File: config.mk
export PLATFORM = sky130hd
export DESIGN_NAME = ls_unit
export DESIGN_NICKNAME = d
export VERILOG_FILES = /design/src/rtl/ls_unit.sv
export SDC_FILE = /design/constraint.sdc
export NUM_CORES = 1
export LEC_CHECK = 0
export ABC_AREA = 1
export BUFFER_PORTS_ARGS = -buffer_cell sky130_fd_sc_hd__clkbuf_2
export CORE_UTILIZATION = 50
export CTS_CLUSTER_DIAMETER = 100
export DETAILED_ROUTE_END_ITERATION = 10
export GPL_ROUTABILITY_DRIVEN = 0
export GPL_TIMING_DRIVEN = 0
export PLACE_DENSITY_LB_ADDON = 0.15
export SYNTH_ARGS = -nofsm -noshare
export SYNTH_HDL_FRONTEND = slang
export SYNTH_SLANG_ARGS = --single-unit
File: constraint.sdc
create_clock -name clk -period 1.9 [get_ports clk]
set_clock_uncertainty 0.15 [all_clocks]
set_input_delay 0 -clock clk [delete_from_list [all_inputs] [get_ports clk]]
set_output_delay 0 -clock clk [all_outputs]
set_load 0.005 [all_outputs]
File: src/rtl/ls_unit.sv
// Load/store unit between the multicycle datapath and word-addressed data memory.
// Define LS_MISALIGN_TRAP_EN to reject misaligned half/word accesses instead of aligning them.
module ls_unit #(
   parameter int MEM_WORDS  = 5097,
   parameter int ACCESS_LAT = 1
) (
   input  logic        clk,
   input  logic        rst,
   input  logic        req,
   input  logic        we,
   input  logic [1:0]  size,
   input  logic        sext,
   input  logic [31:0] baddr,
   input  logic [31:0] wdata,
   output logic        ready,
   output logic        done,
   output logic        err,
   output logic [31:0] rdata,
   output logic        mem_we,
   output logic [31:0] mem_addr,
   output logic [3:0]  mem_be,
   output logic [31:0] mem_din,
   input  logic [31:0] mem_dout
);

   localparam logic [31:0] WORD_LIMIT = 32'(MEM_WORDS);
   localparam logic [3:0]  LAT_INIT   = 4'(ACCESS_LAT - 1);

   typedef enum logic [1:0] {IDLE, ACCESS, DONE, ERR} state_t;

   state_t      state, state_next;
   logic [3:0]  cnt;
   logic        lat_we, lat_sext;
   logic [1:0]  lat_size;
   logic [31:0] lat_addr, lat_wdata;

   logic [31:0] aligned_addr;
   logic        misalign, bad_req, last;
   logic [1:0]  off;
   logic [7:0]  byte_v;
   logic [15:0] half_v;
   logic [31:0] load_v;

   // Request screening: alignment handling depends on the trap build option.
   always_comb begin
      aligned_addr = baddr;
      misalign     = 1'b0;
`ifdef LS_MISALIGN_TRAP_EN
      misalign = ((size == 2'b01) && baddr[0]) ||
                 ((size == 2'b10) && (baddr[1:0] != 2'b00));
`else
      if (size == 2'b01) aligned_addr[0] = 1'b0;
      if (size == 2'b10) aligned_addr[1:0] = 2'b00;
`endif
      bad_req = (size == 2'b11) || ({2'b00, baddr[31:2]} >= WORD_LIMIT) || misalign;
   end

   assign last = (cnt == 4'd0);
   assign off  = lat_addr[1:0];

   always_comb begin
      byte_v = mem_dout[{off, 3'b000} +: 8];
      half_v = mem_dout[{off[1], 4'b0000} +: 16];
      case (lat_size)
         2'b00:   load_v = {{24{lat_sext & byte_v[7]}}, byte_v};
         2'b01:   load_v = {{16{lat_sext & half_v[15]}}, half_v};
         default: load_v = mem_dout;
      endcase
   end

   always_ff @(posedge clk or negedge rst) begin
      if (!rst) state <= IDLE;
      else      state <= state_next;
   end

   // Strobes are decoded from the registered state so reset removes mem_we at once.
   always_comb begin
      state_next = state;
      ready      = 1'b0;
      done       = 1'b0;
      err        = 1'b0;
      mem_we     = 1'b0;
      mem_be     = 4'b0000;
      case (state)
         IDLE: begin
            ready = 1'b1;
            if (req) state_next = bad_req ? ERR : ACCESS;
         end
         ACCESS: begin
            mem_we = lat_we & last;
            case (lat_size)
               2'b00:   mem_be = 4'b0001 << off;
               2'b01:   mem_be = off[1] ? 4'b1100 : 4'b0011;
               default: mem_be = 4'b1111;
            endcase
            if (last) state_next = DONE;
         end
         DONE: begin
            done       = 1'b1;
            state_next = IDLE;
         end
         ERR: begin
            done       = 1'b1;
            err        = 1'b1;
            state_next = IDLE;
         end
         default: state_next = IDLE;
      endcase
   end

   always_ff @(posedge clk or negedge rst) begin
      if (!rst) begin
         cnt       <= 4'd0;
         lat_we    <= 1'b0;
         lat_sext  <= 1'b0;
         lat_size  <= 2'b00;
         lat_addr  <= 32'd0;
         lat_wdata <= 32'd0;
         rdata     <= 32'd0;
      end else begin
         if (state == IDLE && req) begin
            cnt       <= LAT_INIT;
            lat_we    <= we;
            lat_sext  <= sext;
            lat_size  <= size;
            lat_addr  <= aligned_addr;
            lat_wdata <= wdata;
         end else if (state == ACCESS) begin
            if (!last) cnt <= cnt - 4'd1;
            else if (!lat_we) rdata <= load_v;
         end
      end
   end

   assign mem_addr = {2'b00, lat_addr[31:2]};
   assign mem_din  = lat_wdata;

endmodule

---- Word-level counts from Yosys, hierarchy flattened ----
Index checks and enable logic that the tools add are counted.
operators by class
  $add $sub $neg .......................... 1
  multiply operators ...................... 0
  divide/modulo/power cells ............... 0
  magnitude comparators ................... 1
  equality and inequality tests ........... 10
  shift operators ......................... 3
  mux-type cells .......................... 17
  bitwise logic cells ..................... 5
  reductions and logical operators ........ 10
operator list
  operator                                                                 number
  32-bit case mux with 2 select lines                                      1
  32-bit by 6-bit variable part select with 16-bit output                  1
  32-bit by 6-bit variable part select with 8-bit output                   1
  30-bit by 13-bit >= comparator with 1-bit output, second input constant  1
  4-bit two-way mux                                                        5
  2-bit equality test, second input constant                               4
  2-bit two-way mux                                                        4
  4-bit case mux with 2 select lines                                       1
  2-bit by 1-bit equality test with 1-bit output, second input constant    3
  2-bit case mux with 3 select lines                                       1
  1-bit two-way mux                                                        5
  2-bit zero test                                                          2
  4-bit zero test                                                          1
  2-bit != test, second input constant                                     2
  2-bit AND reduction                                                      2
  4-bit AND reduction                                                      1
  1-bit by 2-bit left shift with 4-bit output, first input constant        1
  4-bit by 1-bit subtractor with 4-bit output, second input constant       1
  1-bit bitwise AND                                                        3
  2-bit by 1-bit != test with 1-bit output, second input constant          1
  1-bit inverter                                                           2
  2-bit nonzero test                                                       1
  2-bit OR reduction                                                       1
  1-bit logical AND                                                        1
  1-bit logical OR                                                         1
storage, ports and cells
  bits in registers ....................... 106
  bits in latches ......................... 0
  RAM bits ................................ 0
  memory bits (read-only) ................. 0
  output and inout bits ................... 104
  word-level logic and storage cells ...... 55
  memories kept ........................... 0

---- Depth between registers and ports, before layout ----
  depth after elaboration ................. 5
  gate-level depth with buffers ........... 10

---- Worst setup path after synthesis ----
No wires, ideal clock.
  path kind ............................... register -> register
  from .................................... register cnt[0]
  to ...................................... register rdata[18]
  setup time .............................. 0.120 ns
  arrival time ............................ 1.280 ns
  required time ........................... 1.630 ns
  path slack .............................. 0.349 ns
  cell stages (with the launch flop) ...... 9
  buffers on the path ..................... 1
  period minus slack after synthesis ...... 1.551 ns
  path through ............................ dfrtp_1 -> inv_1 -> ha_1 -> nand3_1 -> nor2_4 -> nand2_2 -> buf_2 -> nor2_1 -> a21oi_2
between the ends
  longest elaborated chain between the ends .. 2
ends and longest elaborated chain
  element                        line  RTL
  start: declaration             32    logic [3:0] cnt;
  start signal: assignment       129   if (!last) cnt <= cnt - 4'd1;
  4-bit zero test                58    assign last = (cnt == 4'd0);
  4-bit AND reduction (no line)  --
  end signal: assignment         130   else if (!lat_we) rdata <= load_v;
  end: declaration               18    output logic [31:0] rdata,
Every way passes these cells.
A chain may end at the register's enable or synchronous reset.

---- Worst setup path in the final report ----
  from .................................... register state[1]
  to ...................................... register lat_addr[2]
between the ends
  longest elaborated chain between the ends .. 2
ends and longest elaborated chain
  element                   line  RTL
  start: declaration        31    state_t state, state_next;
  start signal: assignment  73    else state <= state_next;
  2-bit zero test           121   if (state == IDLE && req) begin
  1-bit logical AND         121
  end signal: assignment    126   lat_addr <= aligned_addr;
  end: declaration          35    logic [31:0] lat_addr, lat_wdata;
Every way passes these cells.

==> flow_summary.yaml <==
cts:
  root_buffer: "clkbuf_8"
  cts_made_buffers: 9
  clk_pin_slew_ns: 0.11
  cts_buffer_depth: 2
  cts-htree-levels: 3
  insertion_delay_ns: 0.37
  cts_tree: "yes"
  clock-sinks: 106
pwr:
  combPwrFrac: 0.502
  ir_drop_v: 0.000852
  p_per_area_mw_per_mm2: 1380
  intPower_mw: 6.43
  power_mw: 11.0
  leakagePower_nw: 4.60
  seq_power_share: 0.361
  switching_power_mw: 4.55
  power_frac_clock: 0.136
  switching_share: 0.414
worst_setup_path:
  endpoint_kind: "register"
  worstPathRequired_ns: 2.01
  r2r_setup_slack_ns: 0.09
  r2r-start: "state[1]$_DFFE_PN0P_"
  crit_arrival_ns: 1.92
  critPathKind: "reg -> reg"
  critPathMaxFanout: 10
  start_kind: "register"
  rr_endpoint: "lat_addr[2]$_DFFE_PN0P_"
  rr_worst_depth: 8
sta:
  period_needed_ns: 1.81
  slew_violations: 0
  worst_pin_slew_ns: 0.832
  finalHoldViolations: 0
  finalCritPeriodShare: 0.951
  whs_ns: 0.107
  max_freq_mhz: 553
  max-slew-margin-rel: 0.445
  grt_setup_unrepaired: "no"
  setup_violations: 0
job:
  cap_violations: 0
route:
  wl_per_cell_um: 14.2
  finalWirelength_um: 17100
  dr.first_iter.drc_count: 352
  ant_nets: 0
  drc: 0
  dr.pass1.iters: 4
  via_count: 5811
  routed_via_density: 4.81
logic_synthesis:
  synthFlopType: "dfrtp_1"
  synthMuxAreaShare: 0
  synth_seq_cells: 106
  synth_fa_ha_area_frac: 0.00228
  synth-compound-area-share: 0.0818
  ys_seq_area_frac: 0.483
  synth_xor_area_frac: 0
  syn_inst: 747
  netlist-cell-type-count: 27
  synth.top_cell.area_share: 0.483
  synthArstFlopShare: 1.00
  synth_area_leaders: "dfrtp_1 (48%), nand2_1 (21%), nor2_1 (7.0%), buf_4 (5.1%), o21ai_0 (4.3%)"
  yosys.area_share.simple: 0.314
  synth.avg_cell_area_um2: 7.35
  syn_area_mm2: 0.00549
  synth_warnings: 0
  synth_edf_count: 0
  synth_top_area_cell: "dfrtp_1"
  synth_top_family_by_area: "simple AND/OR/NAND/NOR gates"
status:
  status: "complete, no violations"
grt:
  grt_max_degree: 107
  antenna_found_initial: 0
  grt_pass1_wl_um: 27700
  first_global_vias: 5857
  track_usage: 0.311
  overflow: 0
finish:
  finish.utilization: 0.760
  layoutNonFillerInstCount: 1209
  drive_gt1_frac: 0.295
  antennaDiodeCount: 0
  filler_cell_count: 758
  postLayoutCellArea_mm2: 0.00799
  areaGrowthSynthToFinish_pct: 45.4
  fin_nets: 1172
worst_hold_path:
  hold_path_class: "in -> async"
die:
  rows: 37
  start_util: 0.523
  die_area_mm2: 0.0114
  ios: 207
  die_h_um: 107
  core-area_mm2: 0.0105
  die_w_um: 107
placement:
  hpwlAfterDp_um: 11200
  place_area_mm2: 0.00670
  place_inst: 1088
  numPortBuffers: 204
[layout make-up]
type	instances	area (um2)	area share
clock buffer	9	124	0.0155
tap	136	170	0.0213
clock inverter	7	85.1	0.0107
buffer	65	443	0.0555
sequential	106	2650	0.332
timing repair buffer	310	2090	0.261
multi-input combinational	522	2200	0.276
inverter	54	219	0.0274
[per-layer routing]
metal  vias up  track usage  share of wire
met3        29       0.0657          0.069
met1      2666        0.360           0.40
li1       2876            -              -
met2       240        0.567           0.51
met4         0        0.110          0.017
met5         -            0              0
[worst max-delay path, cell delays in order, from the launching register on]
cell           delay [ns]
dfrtp_2              0.46
inv_2                0.05
nand2_1              0.07
inv_2                0.07
nand2_2              0.06
buf_6                0.15
nand2_1              0.05
o21ai_0              0.06
dlygate4sd3_1        0.56
[cell usage after synthesis (2+ instances only)]
library cell and count:
a21oi_1 23, a21oi_2 10, buf_2 19, buf_4 37, buf_6 3, clkbuf_1 7, dfrtp_1 106, inv_1 46
inv_2 6, nand2_1 308, nand2_2 2, nand2_4 2, nand3_1 10, nor2_1 103, nor2_2 3, nor2_4 4
nor3_1 2, o21ai_0 47
[stage by stage]
stage / setup TNS (ns) / worst slack, ns
after floorplan: 0 / 0.349
after global placement: -81.49 / -0.778
after detailed placement: 0 / 0.0792
after CTS: 0 / 0.0441
after global routing: 0 / 0.00845
final: 0 / 0.0933
[power groups by stage]
stage | combinational [mW] | sequential [mW] | clock [mW]
2_1_floorplan | 3.21 | 3.93 | 0
3_3_place_gp | 5.07 | 3.94 | 0
3_5_place_dp | 5.18 | 3.96 | 0
4_1_cts | 5.39 | 3.95 | 1.52
5_1_grt | 6.19 | 4.09 | 1.60
6_report | 5.52 | 3.97 | 1.50
[layout by cell type, fill, tap and decap left out, types with 18 or more instances in the layout]
master         netlist  layout
buf_4               37      36
o21ai_0             47      46
clkbuf_2             0     203
nor2_1             103     103
nand2_1            308     307
buf_2               19      18
dlygate4sd3_1        0     105
inv_1               46      45
a21oi_1             23      23
dfrtp_1            106     105
[cell families (layout without fill, tap and decap cells)]
family	Yosys count	after routing
AOI/OAI and AO/OA	82	82
other	1	2
buffers and inverters	120	445
and+or+nand+nor	437	437
DFF	106	106
adders and majority gates	1	1
[registers in the layout, summed over array words and instances, names as in the netlist]
register  cells
state         2
lat_we        1
lat_addr     32
lat_sext      1
cnt           4
lat_size      2
rdata        32
mem_din      32
[worst max path at each step]
| stage | start | endpoint | depth (start not counted) | slack, ns |
|---|---|---|---|---|
| after floorplan | cnt[0]$_DFFE_PN0P_ | rdata[18]$_DFFE_PN0P_ | 8 | 0.35 |
| after global placement | rst | mem_din[10]$_DFFE_PN0P_ | 1 | -0.78 |
| after detailed placement | cnt[0]$_DFFE_PN0P_ | rdata[7]$_DFFE_PN0P_ | 9 | 0.08 |
| after CTS | state[1]$_DFFE_PN0P_ | lat_addr[2]$_DFFE_PN0P_ | 8 | 0.04 |
| after global routing | cnt[0]$_DFFE_PN0P_ | rdata[4]$_DFFE_PN0P_ | 9 | 0.008 |
| final | state[1]$_DFFE_PN0P_ | lat_addr[2]$_DFFE_PN0P_ | 8 | 0.09 |
[timing repair]
| action | 4_1_cts | 5_1_grt |
|---|---|---|
| buffers inserted | 0 | 1 |
| endpoints found under the hold margin | 209 | 0 |
| setup endpoints to repair | 0 | 24 |
| gates resized for setup | 0 | 11 |
| hold buffers | 105 | 0 |
Note: power is estimated with default switching activity, not from simulation.
